**src/rtl/store_buffer_pkg.sv**
```systemverilog
// Shared constants and the buffered-store entry layout for the store buffer.
package store_buffer_pkg;

    localparam int SB_DEPTH  = 4;
    localparam int SB_PTR_W  = $clog2(SB_DEPTH);
    localparam int SB_ADDR_W = 32;
    localparam int SB_DATA_W = 32;

    // One queued store: word address only, since byte offsets are ignored.
    typedef struct packed {
        logic                 valid;
        logic [SB_ADDR_W-1:2] addr;
        logic [SB_DATA_W-1:0] data;
    } sb_entry_t;

endpackage

```
**src/rtl/sb_fwd_match.sv**
```systemverilog
// Store-to-load forwarding lookup: finds the youngest valid entry whose word
// address matches the load and returns its data.
module sb_fwd_match
    import store_buffer_pkg::*;
#(
    parameter int DEPTH = SB_DEPTH,
    parameter int PTR_W = SB_PTR_W
) (
    input  sb_entry_t              entries [DEPTH],
    input  logic [PTR_W-1:0]       head,
    input  logic [PTR_W-1:0]       tail,
    input  logic [SB_ADDR_W-1:2]   ld_word,
    output logic                   hit,
    output logic [SB_DATA_W-1:0]   hit_data
);

    logic [PTR_W-1:0] idx;

    // The head pointer is not needed for the scan itself: valid bits mark exactly
    // the occupied slots, so walking DEPTH slots back from tail-1 ends at head.
    logic unused_head;
    assign unused_head = ^head;

    // Age-ordered scan from the youngest entry (tail-1) back toward head; the first hit wins.
    always_comb begin
        hit      = 1'b0;
        hit_data = '0;
        idx      = '0;
        for (int i = 0; i < DEPTH; i++) begin
            idx = tail - PTR_W'(1) - PTR_W'(i);
            if (!hit && entries[idx].valid && (entries[idx].addr == ld_word)) begin
                hit      = 1'b1;
                hit_data = entries[idx].data;
            end
        end
    end

endmodule

```
**src/rtl/store_buffer.sv**
```systemverilog
// Store buffer between the memory stage and Data_Memory. Stores queue in a
// circular FIFO and drain one per idle port cycle; loads own the port first and
// see the youngest matching buffered store via forwarding.
module store_buffer
    import store_buffer_pkg::*;
#(
    parameter int DEPTH  = SB_DEPTH,
    parameter int ADDR_W = SB_ADDR_W,
    parameter int DATA_W = SB_DATA_W
) (
    input  logic                   clk,
    input  logic                   rst_n,
    input  logic                   st_valid,
    input  logic [ADDR_W-1:0]      st_addr,
    input  logic [DATA_W-1:0]      st_data,
    output logic                   st_ready,
    input  logic                   ld_valid,
    input  logic [ADDR_W-1:0]      ld_addr,
    output logic                   ld_ready,
    output logic [DATA_W-1:0]      ld_data,
    output logic                   ld_fwd,
    input  logic                   drain_req,
    output logic                   empty,
    output logic [$clog2(DEPTH):0] count,
    output logic                   mem_memWrite,
    output logic                   mem_memRead,
    output logic [ADDR_W-1:0]      mem_address,
    output logic [DATA_W-1:0]      mem_writeData,
    input  logic [DATA_W-1:0]      mem_readData
);

    localparam int PTR_W = $clog2(DEPTH);
    localparam int CNT_W = PTR_W + 1;

    sb_entry_t          entries_q [DEPTH];
    sb_entry_t          entries_d [DEPTH];
    logic [PTR_W-1:0]   head_q, head_d;
    logic [PTR_W-1:0]   tail_q, tail_d;
    logic [CNT_W-1:0]   count_q, count_d;

    logic               full;
    logic               load_slot;
    logic               drain_slot;
    logic               push;
    logic               pop;
    logic               fwd_hit;
    logic [DATA_W-1:0]  fwd_data;

    assign full      = (count_q == CNT_W'(DEPTH));
    assign empty     = (count_q == '0);
    assign count     = count_q;
    assign st_ready  = !full && !drain_req;
    assign push      = st_valid && st_ready;

    // When full the load slot is withheld so the drain always makes progress.
    assign load_slot  = ld_valid && !full;
    assign drain_slot = !load_slot && !empty;
    assign pop        = drain_slot;
    assign ld_ready   = load_slot;

    // Memory port mux: load, then drain of the head entry, otherwise idle with zeros.
    always_comb begin
        mem_memWrite  = 1'b0;
        mem_memRead   = 1'b0;
        mem_address   = '0;
        mem_writeData = '0;
        if (load_slot) begin
            mem_memRead = 1'b1;
            mem_address = ld_addr;
        end else if (drain_slot) begin
            mem_memWrite  = 1'b1;
            mem_address   = {entries_q[head_q].addr, 2'b00};
            mem_writeData = entries_q[head_q].data;
        end
    end

    sb_fwd_match #(
        .DEPTH (DEPTH),
        .PTR_W (PTR_W)
    ) u_fwd (
        .entries  (entries_q),
        .head     (head_q),
        .tail     (tail_q),
        .ld_word  (ld_addr[ADDR_W-1:2]),
        .hit      (fwd_hit),
        .hit_data (fwd_data)
    );

    assign ld_data = fwd_hit ? fwd_data : mem_readData;
    assign ld_fwd  = ld_valid && fwd_hit;

    // Next-state for the FIFO: retire the head on a drain, append at tail on an accepted store.
    always_comb begin
        entries_d = entries_q;
        head_d    = head_q;
        tail_d    = tail_q;
        count_d   = count_q;
        if (pop) begin
            entries_d[head_q].valid = 1'b0;
            head_d = head_q + PTR_W'(1);
        end
        if (push) begin
            entries_d[tail_q].valid = 1'b1;
            entries_d[tail_q].addr  = st_addr[ADDR_W-1:2];
            entries_d[tail_q].data  = st_data;
            tail_d = tail_q + PTR_W'(1);
        end
        case ({push, pop})
            2'b10:   count_d = count_q + CNT_W'(1);
            2'b01:   count_d = count_q - CNT_W'(1);
            default: count_d = count_q;
        endcase
    end

    // FIFO state registers; reset discards every buffered store.
    always_ff @(posedge clk or negedge rst_n) begin
        if (!rst_n) begin
            head_q  <= '0;
            tail_q  <= '0;
            count_q <= '0;
            for (int i = 0; i < DEPTH; i++) begin
                entries_q[i] <= '0;
            end
        end else begin
            head_q    <= head_d;
            tail_q    <= tail_d;
            count_q   <= count_d;
            entries_q <= entries_d;
        end
    end

endmodule

```
**config.mk**
```make
export PLATFORM = sky130hd
export DESIGN_NAME = store_buffer
export DESIGN_NICKNAME = d
export VERILOG_FILES = /design/src/rtl/store_buffer_pkg.sv /design/src/rtl/sb_fwd_match.sv /design/src/rtl/store_buffer.sv
export SDC_FILE = /design/constraint.sdc
export NUM_CORES = 1
export LEC_CHECK = 0
export ABC_AREA = 1
export ABC_CLOCK_PERIOD_IN_PS = 5500
export CAP_MARGIN = 25
export CORE_MARGIN = 4
export CORE_UTILIZATION = 58
export CTS_CLUSTER_SIZE = 20
export DETAILED_ROUTE_END_ITERATION = 7
export PLACE_DENSITY = 0.88
export SKIP_CTS_REPAIR_TIMING = 1
export SYNTH_ARGS = -nofsm -noshare
export SYNTH_HDL_FRONTEND = slang
export SYNTH_SLANG_ARGS = --single-unit
```
**constraint.sdc**
```tcl
create_clock -name clk -period 5.5 [get_ports clk]
set_input_delay 1.1 -clock clk [delete_from_list [all_inputs] [get_ports clk]]
set_output_delay 1.1 -clock clk [all_outputs]
set_load 0.05 [all_outputs]
```
==> results.cfg <==
[synthesis]
seq_area_frac_synth = 0.3041
ys_top_cells_by_count = 1357 x nand2_1, 721 x o21ai_0, 371 x nand3_1
ys.warnings.count = 0
netlist-cell-type-count = 30
synth_top_area_share = 0.3041
async_flop_share = 1.000
synth.cell_area_mm2 = 0.02131
post_synth_inst_count = 3645
mappedNetlistNets = 3788
syn-mean-instance-area_um2 = 5.847
synth_most_common_cell = nand2_1
postSynth.topFlopCell = dfrtp_1
synth_area_leaders = dfrtp_1 30%, nand2_1 24%, o21ai_0 17%
synth_area_leader_cell = dfrtp_1
synth_seq_cells = 259
synth_edf_count = 0

[pwr]
static-leakage-power_nw = 12.72
vdd.ir_drop.worst_mv = 0.5102
pwr_density_cell_mw_per_mm2 = 756.9

[final_layout]
finalNetCount = 3865
synthToLayoutAreaGrowth_pct = 22.59
register_area_mm2 = 0.006490
total_area_of_multi_input_combinational_cells_mm2 = 0.01266
drive_above_1_share = 0.06916
fillCellCount = 2928
post-route-util = 0.7275

[die]
die-width_um = 199.7
effective_utilization_at_floorplan = 0.5934
placementRows = 69
ioPinCount = 238
core_mm2 = 0.03591
dieHeight_um = 199.7
die_area_mm2 = 0.03988

[placed_design]
numPortBuffers = 235
routabilityCongestion = 0.9965
dp_hpwl_mm = 47.53

[sta]
hold_violations = 0
maxSlewViolCount = 0
min_period_over_period = 0.9880
finalSetupTns_ns = 0
maxSlewHeadroom = 0.2570
period_minus_slack_ns = 5.434
max_clock_freq_mhz = 184.0
fin_skew_ns = 0.03707
finalSetupViolCount = 0
pin_slew_with_the_least_headroom_to_its_limit_ns = 1.114

[global_route]
overflow = 0
antenna_violations_before_repair = 3
first_global_vias = 22418
pin_count_of_the_biggest_net_entering_global_routing = 249
wire_length_of_the_first_global_routing_pass_mm = 116.2
global_route.usage.total = 0.3589

[critical_path]
timing.critical_path.arrival_ns = 4.33
worstPathMaxFanout = 52
criticalPathCategory = reg2out
crit_required_ns = 4.40
worstSetupStartpointType = flop
end_kind = output pin

[clock_tree]
cts.sinks = 259
cts.path.max_buffers = 3
clockRootBuffer = clkbuf_16
cts_htree_levels = 1
cts_tree = built
clock_latency_ns = 0.61
cts.reportedPaths.clkPinSlew_ns = 0.07
tritoncts.num_buffers = 30

[min_path]
worst_hold_path_type = in2async

[drt]
drt-total-wl_mm = 76.04
drt_first_pass_iters = 7
detail-route-antenna-nets = 0
post-route-drc-count = 0
vias = 25296
via_per_inst = 6.013
avgRoutedWirePerCell_um = 18.07
dr.first_iter.drc_count = 3564

[flow_run]
max_capacitance_violation_total = 0

[run_status]
status = completed
[cell type report]
type	instances	area share
Multi-Input combinational cell	2817	0.4847
Sequential cell	259	0.2484
Timing Repair Buffer	295	0.1536
Inverter	318	0.04650
Clock buffer	39	0.03194
Tap cell	461	0.02208
Clock inverter	16	0.01231
Timing Repair inverter	1	0.0003352
Antenna cell	1	0.00009578
[metal layers]
metal	global-route usage	wire length (um)	vias to the layer above
met5	0	27	-
met4	0.1655	4192	4
met3	0.08818	10270	344
met2	0.5325	32160	1668
met1	0.4963	29390	11296
li1	-	-	11984
[worst max-delay path, stage by stage, from the launching register on]
cell and delay (ns):
dfrtp_4 0.48, clkinv_8 0.12, ha_4 0.36, buf_8 0.32, nand3_1 0.12, nand2_1 0.10, xor2_1 0.32, nand3b_1 0.12
nor2_1 0.29, nand2_1 0.15, nor2_2 0.24, nand3_1 0.16, buf_12 0.22, nand3_1 0.08, nand3_1 0.07, a21oi_1 0.28
buf_12 0.18
[worst paths after layout]
path	startpoint	end	slack [ns]	depth (start not counted)
max	tail_q[0]$_DFFE_PN0P_	ld_data[7]	0.07	16
min	rst_n	entries_q[171]$_DFFE_PN0P_	0.49	1
max reg2reg	tail_q[0]$_DFFE_PN0P_	entries_q[159]$_DFFE_PN0P_	2.49	6
min reg2reg	entries_q[212]$_DFFE_PN0P_	entries_q[212]$_DFFE_PN0P_	0.49	2
max in group asynchronous	rst_n	head_q[0]$_DFFE_PN0P_	3.81	2
min in group clk	entries_q[212]$_DFFE_PN0P_	entries_q[212]$_DFFE_PN0P_	0.49	2
[report_power, final]
| part | internal, W | switching, W |
|---|---|---|
| clock | 0.00145 | 0.000872 |
| sequential | 0.00281 | 0.000827 |
| combinational | 0.00462 | 0.00919 |
| total | 0.00888 | 0.0109 |
[sequential cells by signal (all words and copies together) (netlist names)]
register / count
entries_q: 252
head_q: 2
count: 3
tail_q: 2
[stage by stage]
| stage | hold slack [ns] | area, um2 | setup slack (ns) | total power (W) | instances |
|---|---|---|---|---|---|
| floorplan | 0.4530 | 21310 | 0.3177 | 0.01261 | 3645 |
| global placement | 0.4663 | 24670 | 0.4290 | 0.01627 | 4141 |
| detailed placement | 0.4728 | 24670 | 0.4269 | 0.01655 | 4141 |
| CTS | 0.4877 | 25820 | -0.2505 | 0.01897 | 4196 |
| global route | 0.4978 | 26130 | -0.02503 | 0.02138 | 4207 |
| finish | 0.4865 | 26130 | 0.06618 | 0.01977 | 4207 |
[logic make-up after synthesis]
group,share of synthesized area
AOI/OAI and AO/OA,0.2195
xor gates and xnor gates,0.005343
DFF,0.3041
adders and majority gates,0.006223
and+or+nand+nor,0.3566
buffers and inverters,0.1082
[layout by cell type (no fill, tap or decap), types with 16 or more instances in the layout]
master           netlist  layout
dfrtp_1              259     256
nor2_1                96      95
a21oi_1              176     167
clkbuf_16              0      33
buf_4                 18      38
nand2_1             1357    1347
o21ai_0              721     719
a21oi_2               10      19
buf_12                 0     105
clkdlybuf4s50_1        0     138
inv_1                311     311
o21ai_1               14      16
nand4_1               31      31
nand3_1              371     371
Note: power is estimated with default switching activity, not from simulation.
